### src/rtl/mips_ctrl_pkg.sv
// Shared encodings for the multicycle MIPS control sequencer: state codes,
// op_class codes and a helper that classifies the unit-driving states.
package mips_ctrl_pkg;

    localparam int OPC_W = 3;

    typedef enum logic [3:0] {
        S_IDLE   = 4'd0,
        S_FETCH  = 4'd1,
        S_DECODE = 4'd2,
        S_EXEC   = 4'd3,
        S_MEM    = 4'd4,
        S_BRANCH = 4'd5,
        S_WB     = 4'd6,
        S_HALTED = 4'd7,
        S_FAULT  = 4'd8
    } state_t;

    localparam logic [OPC_W-1:0] OP_ALU    = 3'd0;
    localparam logic [OPC_W-1:0] OP_LOAD   = 3'd1;
    localparam logic [OPC_W-1:0] OP_STORE  = 3'd2;
    localparam logic [OPC_W-1:0] OP_BRANCH = 3'd3;
    localparam logic [OPC_W-1:0] OP_JUMP   = 3'd4;
    localparam logic [OPC_W-1:0] OP_HALT   = 3'd5;

    function automatic logic is_stage(input state_t s);
        return (s == S_FETCH) || (s == S_DECODE) || (s == S_EXEC) ||
               (s == S_MEM) || (s == S_BRANCH) || (s == S_WB);
    endfunction

endpackage

### src/rtl/stage_watchdog.sv
// Per-stage cycle counter: cleared on state entry, counts while a stage is
// active and flags expiry in the TIMEOUT-th cycle of the stage.
module stage_watchdog #(
    parameter int TIMEOUT = 16
) (
    input  logic clk,
    input  logic rst_n,
    input  logic clear,
    input  logic run,
    output logic expired
);

    localparam int CW = (TIMEOUT > 2) ? $clog2(TIMEOUT) : 2;
    localparam logic [CW-1:0] LAST = CW'(TIMEOUT - 1);

    logic [CW-1:0] cnt;

    always_ff @(posedge clk) begin
        if (!rst_n) begin
            cnt <= '0;
        end else if (clear) begin
            cnt <= '0;
        end else if (run && (cnt != LAST)) begin
            cnt <= cnt + 1'b1;
        end
    end

    assign expired = run && (cnt == LAST);

endmodule

### src/rtl/multicycle_stage_sequencer.sv
// Multicycle MIPS control FSM: steps the stage units one at a time through an
// enable/done handshake, retires instructions and traps hung stages.
module multicycle_stage_sequencer
    import mips_ctrl_pkg::*;
#(
    parameter int TIMEOUT = 16,
    parameter int CNT_W   = 32
) (
    input  logic             clk,
    input  logic             rst_n,
    input  logic             start,
    input  logic             halt_req,
    input  logic [OPC_W-1:0] op_class,
    input  logic             fetch_done,
    input  logic             decode_done,
    input  logic             exec_done,
    input  logic             mem_done,
    input  logic             branch_done,
    input  logic             wb_done,
    output logic             fetch_en,
    output logic             decode_en,
    output logic             exec_en,
    output logic             mem_en,
    output logic             branch_en,
    output logic             wb_en,
    output logic             pc_write,
    output logic             busy,
    output logic             fault,
    output logic [CNT_W-1:0] instr_count,
    output logic [3:0]       state_dbg
);

    state_t           state;
    state_t           state_nx;
    logic [OPC_W-1:0] opc;
    logic             fresh;
    logic             cur_done;
    logic             accept;
    logic             retire;
    logic             expired;

    stage_watchdog #(.TIMEOUT(TIMEOUT)) u_watchdog (
        .clk     (clk),
        .rst_n   (rst_n),
        .clear   (state_nx != state),
        .run     (is_stage(state)),
        .expired (expired)
    );

    always_comb begin
        cur_done = 1'b0;
        case (state)
            S_FETCH:  cur_done = fetch_done;
            S_DECODE: cur_done = decode_done;
            S_EXEC:   cur_done = exec_done;
            S_MEM:    cur_done = mem_done;
            S_BRANCH: cur_done = branch_done;
            S_WB:     cur_done = wb_done;
            default:  cur_done = 1'b0;
        endcase
    end

    // First cycle of a stage masks done left over from the previous request.
    assign accept = is_stage(state) && !fresh && cur_done;

    always_comb begin
        state_nx = state;
        retire   = 1'b0;
        case (state)
            S_IDLE:   if (start) state_nx = S_FETCH;
            S_FETCH:  if (accept) state_nx = S_DECODE;
            S_DECODE: begin
                if (accept) begin
                    case (op_class)
                        OP_ALU, OP_LOAD, OP_STORE, OP_BRANCH: state_nx = S_EXEC;
                        OP_JUMP:                              state_nx = S_BRANCH;
                        OP_HALT:                              state_nx = S_HALTED;
                        default:                              state_nx = S_FAULT;
                    endcase
                end
            end
            S_EXEC: begin
                if (accept) begin
                    case (opc)
                        OP_LOAD, OP_STORE: state_nx = S_MEM;
                        OP_BRANCH:         state_nx = S_BRANCH;
                        default:           state_nx = S_WB;
                    endcase
                end
            end
            S_MEM: begin
                if (accept) begin
                    if (opc == OP_LOAD) state_nx = S_WB;
                    else                retire   = 1'b1;
                end
            end
            S_BRANCH, S_WB: if (accept) retire = 1'b1;
            default: state_nx = state;
        endcase
        if (retire) state_nx = halt_req ? S_IDLE : S_FETCH;
        if (expired && !accept) state_nx = S_FAULT;
    end

    always_ff @(posedge clk) begin
        if (!rst_n) begin
            state       <= S_IDLE;
            opc         <= '0;
            fresh       <= 1'b0;
            instr_count <= '0;
            fetch_en    <= 1'b0;
            decode_en   <= 1'b0;
            exec_en     <= 1'b0;
            mem_en      <= 1'b0;
            branch_en   <= 1'b0;
            wb_en       <= 1'b0;
            pc_write    <= 1'b0;
            busy        <= 1'b0;
            fault       <= 1'b0;
        end else begin
            state <= state_nx;
            fresh <= (state_nx != state);
            if ((state == S_DECODE) && accept) opc <= op_class;
            if (retire) instr_count <= instr_count + 1'b1;
            fetch_en  <= (state_nx == S_FETCH);
            decode_en <= (state_nx == S_DECODE);
            exec_en   <= (state_nx == S_EXEC);
            mem_en    <= (state_nx == S_MEM);
            branch_en <= (state_nx == S_BRANCH);
            wb_en     <= (state_nx == S_WB);
            pc_write  <= retire;
            busy      <= is_stage(state_nx);
            fault     <= (state_nx == S_FAULT);
        end
    end

    assign state_dbg = state;

endmodule

### config.mk
export PLATFORM = sky130hd
export DESIGN_NAME = multicycle_stage_sequencer
export DESIGN_NICKNAME = d
export VERILOG_FILES = /design/src/rtl/mips_ctrl_pkg.sv /design/src/rtl/stage_watchdog.sv /design/src/rtl/multicycle_stage_sequencer.sv
export SDC_FILE = /design/constraint.sdc
export NUM_CORES = 1
export LEC_CHECK = 0
export ABC_AREA = 1
export BUFFER_PORTS_ARGS = -buffer_cell sky130_fd_sc_hd__buf_2
export CAP_MARGIN = 40
export CORE_ASPECT_RATIO = 0.5
export CORE_UTILIZATION = 43
export CTS_CLUSTER_DIAMETER = 120
export DETAILED_ROUTE_END_ITERATION = 16
export HOLD_SLACK_MARGIN = 0.08
export PLACE_DENSITY = 0.62
export RECOVER_POWER = 100
export SLEW_MARGIN = 15
export SYNTH_ARGS = -nofsm -noshare
export SYNTH_HDL_FRONTEND = slang
export SYNTH_HIERARCHICAL = 1
export SYNTH_SLANG_ARGS = --single-unit
### constraint.sdc
create_clock -name clk -period 5.83 [get_ports clk]
set_clock_uncertainty 0.1 [all_clocks]
set_input_delay 0.583 -clock clk [delete_from_list [all_inputs] [get_ports clk]]
set_output_delay 0.583 -clock clk [all_outputs]
set_load 0.05 [all_outputs]
==> results.json, run 1 <==
{
  "clk_path_buf_depth": 2,
  "crit_top_cell": "nand2_1",
  "fin_crit_ns": 3.87,
  "ys_ff_latch": 53,
  "area_growth_syn_to_layout_pct": 12.3,
  "num_antenna_cells": 0,
  "synth.most_common_cell": "nand2_1",
  "pre_cts_ws_ns": 2.86,
  "fp.dieArea_sq_um": 7530,
  "finalPower_mw": 0.736,
  "multi_input_area_sq_um": 1640,
  "synth_top_cell_area_share": 0.344,
  "overflow": 0,
  "seq_area_sq_um": 1060,
  "cts_max_level": 2,
  "cts_buffers": 5,
  "cts_tree": "built",
  "path_clk_slew_ns": 0.08,
  "insertion_delay_ns": 0.30,
  "synth_common_cells": "121 x nand2_1, 56 x inv_1, 53 x dfxtp_1",
  "hpwlAfterDp_um": 5940,
  "initial_core_util": 0.453,
  "peakVddDrop_v": 0.000115,
  "async_reset_ff_frac": 0,
  "drc": 0,
  "drv_cap": 0,
  "crit_chain": "inv_1, nor2_1, nand2_1, nand2_1, nor2_4, nor2_1, nand2_1, clkinvlp_2, nand2_1, clkinv_2, nand3_1, nor2_1, nand4_1, clkinv_1, nand3_1, nand2_1, nor2_1",
  "ctsResizeCount": 0,
  "path_class": "reg2reg",
  "ys_seq_area_frac": 0.344,
  "finalHoldViolCount": 0,
  "core_area_sq_um": 6810,
  "rsz0062_at_grt": "no",
  "critPathCaptureType": "flop",
  "row_count": 21,
  "ys_types": 38,
  "grtUsageTotal": 0.218,
  "path_buf_inv": 4,
  "dieWidth_um": 122,
  "cpMaxStageDelayCell": "nand2_1",
  "grt_pass1_vias": 2747,
  "synthFlopType": "dfxtp_1",
  "critPathTopFamily": "simple AND/OR/NAND/NOR gates",
  "ant_nets": 0,
  "fmax_mhz": 258,
  "crit_path_max_fanout": 29,
  "vias_per_cell": 5.06,
  "worst_ep_required_time_ns": 5.92,
  "yosys_warnings": 6,
  "start_kind": "flop",
  "clockRootBuffer": "clkbuf_16",
  "io_pins": 58,
  "drtPass1Iterations": 5,
  "postLayoutCoreUtil": 0.509,
  "max_slew_margin": 0.391,
  "met1_length_um": 4080,
  "syn_area_per_cell_sq_um": 6.60,
  "min_path_type": "reg2reg",
  "place.gp.congestion": 0.910,
  "p_leak_nw": 1.30,
  "top_layer_used": "met4",
  "grt_max_degree": 30,
  "first_iter_violations": 233,
  "critPathMaxStageDelay_ns": 0.54,
  "wl_per_cell_um": 12.6,
  "tightest_slew_ns": 0.911,
  "grt_pass1_wl_um": 12800,
  "n_fill_cell": 766,
  "cp.arrival_ns": 3.97,
  "synth_area_leaders": "dfxtp_1 34%, nand2_1 15%, inv_1 6.8%, a21oi_1 6.0%, nor2_1 5.4%",
  "status": "finished, final reports clean",
  "die_h_um": 61.9,
  "setup-tns-final_ns": 0,
  "post-cts-setup-buffer-count": 0,
  "wl_met3_um": 320,
  "synth_nets": 482,
  "cts_sinks": 53,
  "power_density_nw_per_um2": 213,
  "synth-edff-count": 0,
  "drive_above_1_share": 0.0782,
  "final-setup-viol-count": 0,
  "wirelength_um": 7740,
  "wl_met2_um": 3310,
  "synth_top_area_cell": "dfxtp_1",
  "syn_area_sq_um": 3080,
  "final_nets": 538,
  "setup_ws_ns": 1.96,
  "period_share": 0.664,
  "synth_cells": 467,
  "routed-via-count": 3119,
  "slew_violations": 0,
  "antenna_found_initial": 0,
  "io_buffers": 57,
  "hold_buffers": 0
}
per-stage QoR:
step / hold WS, ns / cell area, sq um / std cells
2_1_floorplan: 0.353 / 3080 / 467
3_3_place_gp: 0.377 / 3440 / 607
3_5_place_dp: 0.386 / 3440 / 607
4_1_cts: 0.398 / 3590 / 615
5_1_grt: 0.422 / 3460 / 616
6_report: 0.400 / 3460 / 616
metal layers:
layer / vias up / global-route usage
met5: - / 0
met4: 0 / 0.0370
li1: 1624 / -
met3: 4 / 0.0493
met1: 1428 / 0.298
met2: 63 / 0.360
layout make-up:
| class | instances | share of cell area |
|---|---|---|
| timing repair buffer | 58 | 0.0705 |
| multi-input combinational | 340 | 0.475 |
| tap | 92 | 0.0333 |
| clock buffer | 5 | 0.0362 |
| inverter | 65 | 0.0712 |
| sequential | 53 | 0.307 |
| clock inverter | 3 | 0.00759 |
worst min-delay path, delay by kind of cell (launching register included):
kind / cells / cell delay (ns)
DFF: 1 / 0.33
AOI/OAI and AO/OA: 1 / 0.05
buffers and inverters: 1 / 0.07
cells in the final DEF (no fill, tap or decap), types with 3 or more instances in the layout:
master / Yosys / routed
nand2_2: 11 / 5
xnor2_1: 6 / 6
dfxtp_1: 53 / 53
inv_2: 6 / 4
inv_1: 56 / 57
o21ai_0: 15 / 17
a21oi_1: 37 / 38
nor2_1: 44 / 48
nor3_1: 17 / 18
o21ai_1: 5 / 3
nand4_1: 11 / 12
xor2_1: 10 / 10
clkbuf_1: 6 / 45
nand3_1: 25 / 27
clkbuf_16: 0 / 5
nand2_1: 121 / 129
buf_2: 2 / 12
nor4_1: 9 / 9
state kept, by name, indices dropped and copies added (netlist names):
signal          flops
fault               1
mem_en              1
instr_count        32
decode_en           1
fresh               1
wb_en               1
opc                 3
exec_en             1
busy                1
u_watchdog/cnt      4
branch_en           1
fetch_en            1
state_dbg           4
pc_write            1
where the power goes:
part	switching (mW)	internal, mW	total (mW)
clock network	0.145	0.163	0.307
logic	0.0414	0.0171	0.0585
registers	0.00399	0.366	0.370
total	0.190	0.546	0.736
kinds of logic after synthesis:
family                     synth area share
and+or+nand+nor                       0.398
buffers and inverters                0.0946
AOI/OAI and AO/OA                     0.110
DFF                                   0.344
xor gates and xnor gates             0.0455
adders and majority gates           0.00812
worst paths after layout:
| check | end | from | slack [ns] | cells past startpoint |
|---|---|---|---|---|
| worst min-delay path | instr_count[6] | instr_count[6] | 0.40 | 2 |
| worst max-delay path | instr_count[16] | state_dbg[0] | 1.96 | 17 |
| worst max register to register | instr_count[16] | state_dbg[0] | 1.96 | 17 |
| worst min register to register | instr_count[6] | instr_count[6] | 0.40 | 2 |
Note: power is estimated with default switching activity, not from simulation.
==> run 2: changes to the inputs <==
--- a/config.mk
+++ b/config.mk
@@ -13,7 +13,7 @@
 export CTS_CLUSTER_DIAMETER = 120
 export DETAILED_ROUTE_END_ITERATION = 16
 export HOLD_SLACK_MARGIN = 0.08
-export PLACE_DENSITY = 0.62
+export PLACE_DENSITY = 0.65
 export RECOVER_POWER = 100
 export SLEW_MARGIN = 15
 export SYNTH_ARGS = -nofsm -noshare
==> constraint.sdc (replaced) <==
create_clock -name clk -period 3.42 [get_ports clk]
set_clock_uncertainty 0.1 [all_clocks]
set_input_delay 0.342 -clock clk [delete_from_list [all_inputs] [get_ports clk]]
set_output_delay 0.342 -clock clk [all_outputs]
set_load 0.05 [all_outputs]
==> run 2 against run 1 <==
Net effect:
- power grew 87%
- largest power group is now the clock network
- global-route usage shrank 0.29 points
- cell count grew 0.16%
- utilization grew 0.83 points
==> results.json, run 2 (synthesized netlist as in run 1, its figures left out) <==
{
  "status": "finished, final reports clean",
  "io_pins": 58,
  "critPathCaptureType": "flop",
  "cts_sinks": 53,
  "setup-tns-final_ns": 0,
  "ctsResizeCount": 0,
  "p_leak_nw": 1.36,
  "r2r_cells": 18,
  "cts_buffers": 5,
  "fp.dieArea_sq_um": 7530,
  "cp.arrival_ns": 3.00,
  "hpwlAfterDp_um": 5890,
  "rsz0062_at_grt": "no",
  "ant_nets": 0,
  "wl_per_cell_um": 12.6,
  "overflow": 0,
  "grtUsageTotal": 0.215,
  "routed-via-count": 3093,
  "grt_pass1_vias": 2698,
  "io_buffers": 57,
  "p_clk_frac": 0.469,
  "slew_violations": 0,
  "place.gp.congestion": 0.902,
  "worst_ep_required_time_ns": 3.51,
  "whs_path_depth": 3,
  "max_slew_margin": 0.492,
  "final_nets": 539,
  "hold_buffers": 0,
  "drv_cap": 0,
  "grt_max_degree": 27,
  "pre_cts_ws_ns": 0.690,
  "period_share": 0.849,
  "drive_above_1_share": 0.0895,
  "cts_tree": "built",
  "initial_core_util": 0.453,
  "area_growth_syn_to_layout_pct": 14.1,
  "post-cts-setup-buffer-count": 0,
  "power_density_nw_per_um2": 392,
  "largest_register_ffs": 32,
  "postLayoutCellArea_sq_um": 3520,
  "start_kind": "flop",
  "core_area_sq_um": 6810,
  "fin_hold_ws_ns": 0.236,
  "hp-start": "op_class[0]",
  "vias_per_cell": 5.01,
  "final-setup-viol-count": 0,
  "drtPass1Iterations": 5,
  "fin_crit_ns": 2.90,
  "mostFrequentLayoutCells": "125 x nand2_1, 56 x inv_1, 53 x dfxtp_1, 48 x nor2_1, 45 x clkbuf_1",
  "path_clk_slew_ns": 0.07,
  "dieWidth_um": 122,
  "min_path_type": "in2reg",
  "drc": 0,
  "setup_ws_ns": 0.515,
  "place_area_sq_um": 3450,
  "tightest_slew_ns": 0.761,
  "fmax_mhz": 344,
  "p_seq_frac": 0.458,
  "die_h_um": 61.9,
  "num_antenna_cells": 0,
  "grt_pass1_wl_um": 12500,
  "finalHoldViolCount": 0,
  "clk_path_buf_depth": 2,
  "crit_start": "state_dbg[1]",
  "first_iter_violations": 229,
  "path_class": "reg2reg",
  "cts_max_level": 2,
  "regMostFlops": "instr_count",
  "hold_end": "opc[0]",
  "p_int_mw": 1.07,
  "peakVddDrop_v": 0.000236,
  "clockRootBuffer": "clkbuf_16",
  "crit_path_max_fanout": 26,
  "p_switching_mw": 0.308,
  "row_count": 21,
  "r2r_setup_slack_ns": 0.52,
  "swShare": 0.223,
  "antenna_found_initial": 0,
  "r2r-start": "state_dbg[1]",
  "combPwrFrac": 0.072,
  "mostFrequentLayoutCell": "nand2_1",
  "finalPower_mw": 1.38,
  "wirelength_um": 7760,
  "insertion_delay_ns": 0.29,
  "r2r-end": "instr_count[16]"
}
run 2: how the worst max path moves through the flow:
stage	to	slack, ns	cells past startpoint
4_1_cts	u_watchdog/cnt[1]	0.67	19
3_3_place_gp	u_watchdog/cnt[1]	0.78	19
5_1_grt	u_watchdog/cnt[2]	0.19	19
3_5_place_dp	u_watchdog/cnt[1]	0.69	19
2_1_floorplan	u_watchdog/cnt[1]	0.79	19
6_report	instr_count[16]	0.52	18
run 2: cell type report:
type	instances	area, sq um
Fill cell	743	3290
Multi-Input combinational cell	340	1660
Inverter	65	248
Tap cell	92	115
Clock inverter	3	65.1
Sequential cell	53	1060
Timing Repair Buffer	59	244
Clock buffer	5	125
run 2: power by group through the flow:
stage | clock (mW) | combinational, mW | sequential, mW
after floorplan | 0 | 0.0655 | 0.659
after global placement | 0 | 0.105 | 0.646
after detailed placement | 0 | 0.105 | 0.646
after CTS | 0.656 | 0.106 | 0.632
after global routing | 0.687 | 0.113 | 0.633
final | 0.647 | 0.0999 | 0.632
run 2: worst max-delay path, cell delays in order, from the launching register on:
cell and delay [ns]:
dfxtp_1 0.52, inv_2 0.09, nor2_1 0.27, nand2_1 0.08
nand2_1 0.10, nor2_1 0.08, nor2_4 0.16, nand2_4 0.11
inv_4 0.07, nand2_2 0.07, buf_4 0.23, clkinv_2 0.14
nand3_1 0.14, nor2_1 0.24, nand4_2 0.14, clkinv_1 0.08
nand3_1 0.06, nand2_1 0.06, nor2_1 0.04
run 2: layer usage:
metal,up-vias,track usage,routed length [um]
li1,1623,-,-
met1,1370,0.287,3960
met2,90,0.353,3270
met3,10,0.0511,450
met4,0,0.0600,88
met5,-,0,0
run 2: through the flow:
stage | std cells | util
floorplan | 467 | -
CTS | 617 | 0.536
global placement | 609 | 0.508
global route | 617 | 0.517
detailed placement | 609 | 0.508
finish | 617 | 0.517
==> run 3: changes to the inputs <==
--- a/config.mk
+++ b/config.mk
@@ -5,7 +5,7 @@
 export SDC_FILE = /design/constraint.sdc
 export NUM_CORES = 1
 export LEC_CHECK = 0
-export ABC_AREA = 1
+export ABC_AREA = 0
 export BUFFER_PORTS_ARGS = -buffer_cell sky130_fd_sc_hd__buf_2
 export CAP_MARGIN = 40
 export CORE_ASPECT_RATIO = 0.5
@@ -13,7 +13,7 @@
 export CTS_CLUSTER_DIAMETER = 120
 export DETAILED_ROUTE_END_ITERATION = 16
 export HOLD_SLACK_MARGIN = 0.08
-export PLACE_DENSITY = 0.65
+export PLACE_DENSITY = 0.63
 export RECOVER_POWER = 100
 export SLEW_MARGIN = 15
 export SYNTH_ARGS = -nofsm -noshare
==> constraint.sdc (replaced) <==
create_clock -name clk -period 3 [get_ports clk]
set_clock_uncertainty 0.1 [all_clocks]
set_input_delay 0.3 -clock clk [delete_from_list [all_inputs] [get_ports clk]]
set_output_delay 0.3 -clock clk [all_outputs]
set_load 0.05 [all_outputs]
==> run 3 against run 2 <==
Net effect:
- critical path depth fell by 10
- sequential power rose by 14%
- combinational power rose by 16%
- clock power fell by 14%
- cell area fell by 5.7%
- non-clock buffer count rose by 15
- utilization rose by 2.2 points
- count of clock-buffer cells in the layout rose by 1
- sequential share of layout area rose by 1.9 points
- via count fell by 17%
- register-to-register slack got worse by 0.33 ns
- die area fell by 9.8%
==> results.json, run 3 <==
{
  "endpoint": "instr_count[27]",
  "regMostFlops": "instr_count",
  "r2r_cells": 8,
  "drive_above_1_share": 0.117,
  "synthMuxAreaShare": 0.0180,
  "drtPass1Iterations": 4,
  "critPathMaxStageDelay_ns": 0.54,
  "synth_compound_area_frac": 0.129,
  "period_share": 0.937,
  "final_nets": 406,
  "synth_xor_area_frac": 0.0821,
  "insertion_delay_ns": 0.29,
  "cts_max_level": 2,
  "ys_seq_area_frac": 0.382,
  "place_area_sq_um": 3240,
  "dieWidth_um": 116,
  "r2r-end": "instr_count[27]",
  "fin_crit_ns": 2.81,
  "grt_pass1_vias": 2237,
  "status": "finished, final reports clean",
  "synth.most_common_cell": "dfxtp_1",
  "grt_pass1_wl_um": 10500,
  "ys_types": 55,
  "grt_max_degree": 43,
  "ant_nets": 0,
  "hpwlAfterDp_um": 4780,
  "row_count": 20,
  "async_reset_ff_frac": 0,
  "r2r_setup_slack_ns": 0.19,
  "grtUsageTotal": 0.196,
  "cts_buffers": 5,
  "clk_path_buf_depth": 2,
  "mostFrequentLayoutCell": "dfxtp_1",
  "syn_area_sq_um": 2770,
  "peakVddDrop_v": 0.000237,
  "power_density_nw_per_um2": 420,
  "min_path_type": "in2reg",
  "postLayoutCoreUtil": 0.539,
  "worst_ep_required_time_ns": 3.12,
  "critPathCaptureType": "flop",
  "rsz0062_at_grt": "no",
  "max_slew_margin": 0.566,
  "synth_common_cells": "53 x dfxtp_1, 29 x and2_1, 17 x nand2_1",
  "antenna_found_initial": 0,
  "synth_top_area_cell": "dfxtp_1",
  "synth_top_family_by_area": "simple AND/OR/NAND/NOR gates",
  "io_pins": 58,
  "place.gp.congestion": 0.903,
  "cts_sinks": 53,
  "crit_path_max_fanout": 9,
  "first_iter_violations": 137,
  "yosys_warnings": 6,
  "synthFlopType": "dfxtp_1",
  "ys_ff_latch": 53,
  "die_h_um": 58.8,
  "postLayoutCellArea_sq_um": 3320,
  "setup-tns-final_ns": 0,
  "wirelength_um": 6450,
  "cp.arrival_ns": 2.93,
  "drv_cap": 0,
  "ctsResizeCount": 0,
  "num_antenna_cells": 0,
  "crit_start": "state_dbg[3]",
  "largest_register_ffs": 32,
  "fp.dieArea_sq_um": 6800,
  "synthSimpleGateAreaFrac": 0.337,
  "fmax_mhz": 356,
  "path_class": "reg2reg",
  "drc": 0,
  "overflow": 0,
  "synthAdderAreaFrac": 0.00902,
  "slew_violations": 0,
  "start_kind": "flop",
  "wl_per_cell_um": 13.4,
  "p_leak_nw": 1.26,
  "r2r-start": "state_dbg[3]",
  "synth_nets": 339,
  "routed-via-count": 2567,
  "path_clk_slew_ns": 0.07,
  "initial_core_util": 0.451,
  "crit_top_cell": "or3_1",
  "final-setup-viol-count": 0,
  "hold_buffers": 0,
  "cts_tree": "built",
  "vias_per_cell": 5.35,
  "synth-edff-count": 0,
  "tightest_slew_ns": 0.644,
  "area_growth_syn_to_layout_pct": 19.6,
  "synth_top_cell_area_share": 0.382,
  "finalHoldViolCount": 0,
  "mostFrequentLayoutCells": "50 x dfxtp_1, 49 x clkbuf_1, 17 x nand2_1",
  "core_area_sq_um": 6160,
  "synth_area_leaders": "dfxtp_1 38%, and2_1 6.5%, xnor2_1 4.7%, xor2_1 3.5%, nand3_1 2.7%",
  "cpMaxStageDelayCell": "or4b_1",
  "crit_chain": "nand2b_1, a21oi_1, a221oi_2, buf_4, or4b_1, or3_1, or3_1, a21boi_1",
  "post-cts-setup-buffer-count": 0,
  "io_buffers": 57,
  "synth_cells": 324,
  "syn_area_per_cell_sq_um": 8.56,
  "clockRootBuffer": "clkbuf_16"
}
[run 3: worst min-delay path by stage]
| stage | start | endpoint | slack [ns] | cells past startpoint |
|---|---|---|---|---|
| after floorplan | rst_n | state_dbg[3] | 0.36 | 1 |
| after global placement | instr_count[16] | instr_count[16] | 0.39 | 2 |
| after detailed placement | u_watchdog/cnt[1] | u_watchdog/cnt[1] | 0.40 | 2 |
| after CTS | op_class[0] | opc[0] | 0.20 | 3 |
| after global routing | op_class[0] | opc[0] | 0.22 | 3 |
| final | op_class[0] | opc[0] | 0.21 | 3 |
[run 3: cells by family after synthesis]
| logic type | after synthesis |
|---|---|
| buffers and inverters | 28 |
| AOI/OAI and AO/OA | 53 |
| xor gates and xnor gates | 26 |
| adders and majority gates | 2 |
| muxes | 5 |
| DFF | 53 |
| and+or+nand+nor | 157 |
[run 3: per-stage QoR]
step,std cells,setup WS [ns],hold WS [ns],total power [mW]
2_1_floorplan,324,0.0329,0.359,0.812
3_3_place_gp,472,0.225,0.386,0.849
3_5_place_dp,472,0.138,0.396,0.850
4_1_cts,480,0.116,0.202,1.40
5_1_grt,480,0.0129,0.215,1.45
6_report,480,0.189,0.206,1.39
[run 3: per-layer routing]
metal  wire length [um]  vias up  GRT usage
li1                   -     1288          -
met1               3260     1226      0.273
met2               2870       49      0.312
met3                270        4     0.0433
met4                 42        0     0.0445
met5                  0        -          0
[run 3: critical path: cells and delay by family, from the launching register on]
family	cells	cell delay [ns]
AND/OR/NAND/NOR	4	1.49
AO/OA/AOI/OAI	3	0.57
flip-flops	1	0.40
buffers and inverters	1	0.18
[run 3: where the power goes]
part	internal, mW	switching, mW
Clock	0.311	0.246
Combinational	0.0430	0.0733
Sequential	0.711	0.00839
Total	1.06	0.327
[run 3: layout make-up]
cell class,instances,area [sq um]
clock buffer,6,129
clock inverter,2,13.8
fill,617,2840
inverter,14,52.6
multi-input combinational,243,1600
sequential,53,1060
tap,88,110
timing repair buffer,74,343
